--- src/rtl/imm_gen_pipe.sv ---
// imm_gen_pipe
//   Pipelined immediate generator for the decode stage. Decodes the RV
//   I/S/B/U/J immediates and the zero-extended CSR uimm (Z) from a raw
//   instruction word, extends them to XLEN, and passes each result through a
//   valid/ready stage that has a 2-entry skid buffer, a sideband tag and a
//   synchronous flush.
//
// Ports
//   clk_i        rising-edge clock
//   rst_n_i      asynchronous active-low reset
//   flush_i      synchronous flush, drops every buffered entry
//   in_valid_i   input entry valid
//   in_ready_o   stage can take an input this cycle (registered)
//   instr_i      raw 32-bit instruction word
//   fmt_i        0=I 1=S 2=B 3=U 4=J 5=Z 6/7 reserved
//   tag_i        sideband tag carried with the immediate
//   out_valid_o  imm_o/tag_o/fmt_err_o hold a valid entry
//   out_ready_i  downstream accepts the output this cycle
//   imm_o        generated immediate
//   tag_o        tag paired with imm_o
//   fmt_err_o    entry came from a reserved fmt_i value

module imm_gen_pipe #(
  parameter int XLEN  = 32,
  parameter int TAG_W = 5
) (
  input  logic             clk_i,
  input  logic             rst_n_i,
  input  logic             flush_i,
  input  logic             in_valid_i,
  output logic             in_ready_o,
  input  logic [31:0]      instr_i,
  input  logic [2:0]       fmt_i,
  input  logic [TAG_W-1:0] tag_i,
  output logic             out_valid_o,
  input  logic             out_ready_i,
  output logic [XLEN-1:0]  imm_o,
  output logic [TAG_W-1:0] tag_o,
  output logic             fmt_err_o
);

  typedef enum logic [1:0] {
    EMPTY = 2'd0,
    ONE   = 2'd1,
    FULL  = 2'd2
  } state_t;

  state_t state;

  logic [31:0]      imm32;
  logic [XLEN-1:0]  imm_new;
  logic             err_new;

  logic [XLEN-1:0]  skid_imm;
  logic [TAG_W-1:0] skid_tag;
  logic             skid_err;

  logic accept;
  logic pop;

  // The opcode field never contributes to any immediate.
  logic unused_opcode;
  assign unused_opcode = ^instr_i[6:0];

  // Every format is first built as a 32-bit value. For all formats except Z
  // the MSB of that value is instr[31], so a single signed widening to XLEN
  // gives the required sign extension (including U above bit 31 for XLEN=64).
  // Z has a zero MSB, so the same widening zero-extends it.
  always_comb begin
    imm32   = '0;
    err_new = 1'b0;
    case (fmt_i)
      3'd0: imm32 = 32'($signed(instr_i[31:20]));
      3'd1: imm32 = 32'($signed({instr_i[31:25], instr_i[11:7]}));
      3'd2: imm32 = 32'($signed({instr_i[31], instr_i[7], instr_i[30:25],
                                 instr_i[11:8], 1'b0}));
      3'd3: imm32 = {instr_i[31:12], 12'b0};
      3'd4: imm32 = 32'($signed({instr_i[31], instr_i[19:12], instr_i[20],
                                 instr_i[30:21], 1'b0}));
      3'd5: imm32 = {27'b0, instr_i[19:15]};
      default: begin
        imm32   = '0;
        err_new = 1'b1;
      end
    endcase
    imm_new = XLEN'($signed(imm32));
  end

  assign accept = in_valid_i & in_ready_o & ~flush_i;
  assign pop    = out_valid_o & out_ready_i;

  // Main entry is the output register set itself; skid holds the second entry.
  // in_ready_o/out_valid_o are registered copies of "not FULL"/"not EMPTY".
  always_ff @(posedge clk_i or negedge rst_n_i) begin
    if (!rst_n_i) begin
      state       <= EMPTY;
      out_valid_o <= 1'b0;
      in_ready_o  <= 1'b1;
      imm_o       <= '0;
      tag_o       <= '0;
      fmt_err_o   <= 1'b0;
      skid_imm    <= '0;
      skid_tag    <= '0;
      skid_err    <= 1'b0;
    end else if (flush_i) begin
      state       <= EMPTY;
      out_valid_o <= 1'b0;
      in_ready_o  <= 1'b1;
    end else begin
      case (state)
        EMPTY: begin
          if (accept) begin
            imm_o       <= imm_new;
            tag_o       <= tag_i;
            fmt_err_o   <= err_new;
            out_valid_o <= 1'b1;
            state       <= ONE;
          end
        end
        ONE: begin
          if (accept && pop) begin
            imm_o     <= imm_new;
            tag_o     <= tag_i;
            fmt_err_o <= err_new;
          end else if (accept) begin
            skid_imm   <= imm_new;
            skid_tag   <= tag_i;
            skid_err   <= err_new;
            in_ready_o <= 1'b0;
            state      <= FULL;
          end else if (pop) begin
            out_valid_o <= 1'b0;
            state       <= EMPTY;
          end
        end
        FULL: begin
          if (pop) begin
            imm_o      <= skid_imm;
            tag_o      <= skid_tag;
            fmt_err_o  <= skid_err;
            in_ready_o <= 1'b1;
            state      <= ONE;
          end
        end
        default: begin
          state       <= EMPTY;
          out_valid_o <= 1'b0;
          in_ready_o  <= 1'b1;
        end
      endcase
    end
  end

endmodule

--- config.mk ---
export PLATFORM = sky130hd
export DESIGN_NAME = imm_gen_pipe
export DESIGN_NICKNAME = d
export VERILOG_FILES = /design/src/rtl/imm_gen_pipe.sv
export SDC_FILE = /design/constraint.sdc
export NUM_CORES = 1
export LEC_CHECK = 0
export CORE_UTILIZATION = 39
export CTS_CLUSTER_SIZE = 40
export DETAILED_ROUTE_END_ITERATION = 16
export GPL_ROUTABILITY_DRIVEN = 1
export PLACE_DENSITY = 0.62
export SLEW_MARGIN = 20
export SYNTH_ARGS = -nofsm -noshare
export SYNTH_HDL_FRONTEND = slang
export SYNTH_SLANG_ARGS = --single-unit
--- constraint.sdc ---
create_clock -name clk_i -period 2.2 [get_ports clk_i]
set_clock_uncertainty 0.1 [all_clocks]
set_input_delay 0.55 -clock clk_i [delete_from_list [all_inputs] [get_ports clk_i]]
set_output_delay 0.55 -clock clk_i [all_outputs]
set_load 0.05 [all_outputs]
==> Word level (Yosys, flattened, before mapping) <==
Cells that the tools add are included.
{ "op_classes": {"n_reduce_logical": 10, "bitwise": 5, "eq_ne": 19, "muxes": 32} }
{ "ops": {"columns": ["operator", "count"], "rows": [
  ["$pmux W32 S6", 1],
  ["$mux W32", 3],
  ["$pmux W32 S3", 1],
  ["$ne A3 B3 Y1 const B", 6],
  ["$mux W5", 3],
  ["$pmux W5 S3", 1],
  ["$mux W1", 13],
  ["$mux W2", 6],
  ["$reduce_and A4 Y1", 3],
  ["$ne A2 B2 Y1 const B", 5],
  ["$reduce_and A5 Y1", 2],
  ["$pmux W1 S3", 3],
  ["$eq A3 B2 Y1 const B", 2],
  ["$eq A3 B3 Y1 const B", 2],
  ["$pmux W2 S3", 1],
  ["$reduce_or A6 Y1", 1],
  ["$ne A4 B4 Y1 const B", 1],
  ["$and A1 B1 Y1", 3],
  ["$eq A3 B1 Y1 const B", 1],
  ["$logic_not A3 Y1", 1],
  ["$reduce_bool A3 Y1", 1],
  ["$eq A2 B1 Y1 const B", 1],
  ["$eq A2 B2 Y1 const B", 1],
  ["$logic_not A2 Y1", 1],
  ["2 further kinds", 3]
]} }
{ "word_totals": {"register_bits": 80, "elab_cells": 75, "output_inout_bits": 40, "inputBits": 45} }

==> Longest topological paths before layout <==
{ "logic_depth": {"ltp_word": 6, "ltp_mapped": 7, "depth_no_buf": 4} }

==> Worst setup path before layout <==
Ideal clock, no wire load.
{ "synth_timing": {"kind": "reg-to-reg", "start": "reg in_ready_o", "end": "reg imm_o[11]", "setup_ns": 0.125, "path_stages_with_launch": 6, "period_less_slack_ns": 2.103, "arrival_time_ns": 1.878, "t_required_ns": 1.975, "setup_slack_ns": 0.097, "path_buffers": 1, "cell_sequence": "dfstp_2 and4bb_2 a211oi_4 nor2_2 buf_2 mux2_4"} }
{ "synth_via": {"elab_chain_cells": 5, "elab_cells_between_ends": 6, "classes_between": "eq/ne: 2; bitwise: 2; reduce/logical: 2"} }
{ "synth_rtl": {"columns": ["item", "line_no", "source"], "rows": [
  ["start, declared", "31", "output logic in_ready_o,"],
  ["start signal, assigned", "98", "in_ready_o <= 1'b1;"],
  ["start signal, assigned", "108", "in_ready_o <= 1'b1;"],
  ["start signal, assigned", "129", "in_ready_o <= 1'b0;"],
  ["$and A1 B1 Y1 (*) (2 in a row)", "89", "assign accept = in_valid_i & in_ready_o & ~flush_i;"],
  ["$logic_and A1 B1 Y1", "121", "if (accept && pop) begin"],
  ["$ne A2 B2 Y1 (no line)", null, null],
  ["$reduce_and A5 Y1 (no line) (*)", null, null],
  ["end signal, assigned", "113", "imm_o <= imm_new;"],
  ["end signal, assigned", "122", "imm_o <= imm_new;"],
  ["end signal, assigned", "138", "imm_o <= skid_imm;"],
  ["end, declared", "37", "output logic [XLEN-1:0] imm_o,"]
]} }
Every way passes the cells marked *; elsewhere a longest branch is shown, timed or not.
A chain may end at the register's enable or synchronous reset.

==> Final worst setup path <==
{ "layout_timing": {"start": "reg fmt_err_o", "end": "out fmt_err_o"} }
{ "layout_lines": {"columns": ["item", "line_no", "source"], "rows": [
  ["start, declared", "39", "output logic fmt_err_o"],
  ["start signal, assigned", "115", "fmt_err_o <= err_new;"],
  ["start signal, assigned", "124", "fmt_err_o <= err_new;"],
  ["start signal, assigned", "140", "fmt_err_o <= skid_err;"]
]} }
No word-level cell between the ends.

==> impl_metrics.ini <==
[logic_synthesis]
muxShareOfSynthArea_pct = 9.07
synth_compound_area_share_pct = 21.8
synth_top_family_by_area = compound AO/OA/AOI/OAI gates
synth-adder-area-share_pct = 0
ys_ff_latch = 80
synth_cell_types = 45
ys_dominant_reg_cell = dfrtp_1
netlist_top_cells_area = dfrtp_1, a31oi_1, nand2_1, mux2_4, o21ai_0
yosysTopAreaCell = dfrtp_1
syn_nets = 454
synth-edff-count = 0
synth-xor-area-share_pct = 0
avgSynthCellArea_sq_um = 9.75
yosys.area_share.simple_pct = 15.0
async_reset_ff_share_pct = 100
synth_top_area_share_pct = 49.6
ys_warn_count = 0
synth_area_sq_um = 3990
syn_inst = 409
yosysSeqAreaShare_pct = 50.3

[placement]
dp_slack_ns = -0.283
io_buffers = 77
place_congestion = 0.864
placedCellCount = 640
dpl.hpwl_um = 7320
placed_cell_area_sq_um = 5180

[floorplanning]
die_x_um = 103
ioPinCount = 85
num_rows = 36
initial_core_util_pct = 40.6
fp.dieH_um = 103
dieArea_sq_um = 10600
core-area_sq_um = 9820

[worst_setup_path]
critical_path.max_fanout = 2
start_kind = flop
cp.required_ns = 1.55
max_stage_delay_ns = 0.80
cp_top_family = buffers and inverters
path_cells = clkdlybuf4s50_1
cp-end-kind = primary output
arrival_ns = 1.50
crit_slowest_cell = clkdlybuf4s50_1
crit_type = reg2out
worst-path-buf-inv = 1

[timing]
fin_crit_sh_pct = 97.6
worstMarginPinSlew_ns = 0.503
setup-violations-final = 0
rsz0062_at_grt = no
whs_ns = 0.375
slew_headroom_pct = 66.4
fin_ws_ns = 0.0531
timing.fmax_mhz = 466
slew_violations = 0
min_period_ns = 2.15
fin_tns_setup_ns = 0
finalHoldViolations = 0

[power]
pwr-share-seq_pct = 37.5
leakage_nw = 2.45
power_switching_mw = 2.68
p_int_mw = 3.87
switching_share_pct = 40.9
clock_power_share_pct = 18.8
vdd_drop_max_uv = 695
power_mw = 6.55
p_per_area_nw_per_um2 = 1210
p_comb_share_pct = 43.7

[routing]
drc_errors = 0
wl_per_cell_um = 15.6
wl_um = 10200
viasPerCell = 5.38
via_count = 3534
drtIter0Drc = 180
antenna_left = 0
dr.pass1.iters = 7

[finish]
final_common_cell = dfrtp_1
areaGrowthSynthToFinish_pct = 36.2
layout-drive-gt1-share_pct = 24.2
layout.nets = 564
finalNonFillerCells = 657
post-route-util_pct = 55.3
final_cell_mix = dfrtp_1, buf_4, nand2_1, clkdlybuf4s50_1, nor2_1
fillCellCount = 947
antenna_cells = 0
fin_area_sq_um = 5430

[grt]
grt_pass1_wl_um = 17200
antenna_found_initial = 0
grt_usage_pct = 21.1
grt_max_degree = 46
grt-ovfl-total = 0
grt_pass1_vias = 3381

[clock_tree]
cts.path.max_buffers = 2
cts_setup_buffers = 0
cts_tree = built
cts_root_buf = clkbuf_8
cts-buffers-inserted = 9
htreeDepth = 3
clkLatencyLatePin_ns = 0.35
clkSinkCount = 80
clk_pin_slew_worst_paths_ns = 0.09

[run_status]
run_status = finished clean

[worst_hold_path]
hold_class = reg2reg

[job]
cap_violations = 0
## registers in the layout (all words and copies together) (netlist names)
signal       cells
imm_o           32
skid_imm        32
skid_tag         5
tag_o            5
state            2
fmt_err_o        1
in_ready_o       1
out_valid_o      1
skid_err         1
## per-layer routing
| layer | GRT usage [%] | vias to the layer above | part of all wire [%] |
|---|---|---|---|
| li1 | - | 1698 | - |
| met1 | 29.9 | 1726 | 48 |
| met2 | 33.3 | 104 | 47 |
| met3 | 3.93 | 6 | 4.8 |
| met4 | 4.88 | 0 | 0.70 |
| met5 | 0 | - | 0 |
## synthesized netlist by cell type, drive strengths merged (2+ instances only)
cell type  instances
mux2i              8
a22oi              7
o21ai             36
dfrtp             79
a211oi             4
a211o              8
nand2             54
nand4b             2
nor2b              4
clkbuf            22
nor3b              2
nand3              8
o22a               8
buf               12
a21oi             28
a221oi             4
mux2              21
nand2b             3
and3b              3
nor2              39
a31oi             36
nor4bb             4
inv                2
## path summary, 6_finish.rpt
path                        startpoint  cells past startpoint           to  slack [ns]
max in group asynchronous      rst_n_i                      3   in_ready_o        0.90
hold / removal             skid_imm[5]                      2  skid_imm[5]        0.38
hold reg to reg            skid_imm[5]                      2  skid_imm[5]        0.38
min in group asynchronous      rst_n_i                      2    imm_o[13]        0.52
setup / recovery             fmt_err_o                      1    fmt_err_o        0.05
setup reg to reg            in_ready_o                      5     imm_o[4]        0.29
## worst register-to-register path, delay by kind of cell, from the launching register on
family	cells	cell delay, ns
buffers and inverters	1	0.25
flip-flops	1	0.60
AO/OA/AOI/OAI	1	0.06
multiplexers	1	0.32
AND/OR/NAND/NOR	2	0.47
## layout make-up
| type | count | area (sq um) | area share (%) |
|---|---|---|---|
| clock buffer | 11 | 141 | 2.60 |
| clock inverter | 5 | 86.3 | 1.59 |
| inverter | 2 | 7.51 | 0.138 |
| multi-input combinational | 293 | 1840 | 33.8 |
| sequential | 80 | 2000 | 36.9 |
| tap | 133 | 166 | 3.06 |
| timing repair buffer | 133 | 1190 | 21.9 |
## cells by family (layout without fill, tap and decap cells)
family,count (synthesis),in the layout
and+or+nand+nor,126,126
buffers and inverters,36,151
muxes,29,29
AOI/OAI and AO/OA,138,138
DFF,80,80
## what timing repair did
item,4_1_cts,5_1_grt
setup endpoints to repair,2,5
hold buffers,1,0
gates resized for setup,2,5
hold endpoints to repair,16,0
## power by group through the flow
stage / logic [mW] / clock network, mW / registers, mW
finish: 2.86 / 1.23 / 2.45
global placement: 2.85 / 0 / 2.47
detailed placement: 2.89 / 0 / 2.48
floorplan: 0.905 / 0 / 3.48
CTS: 2.89 / 1.27 / 2.46
global route: 3.07 / 1.33 / 2.55
Power figures use the tool's default switching activity.
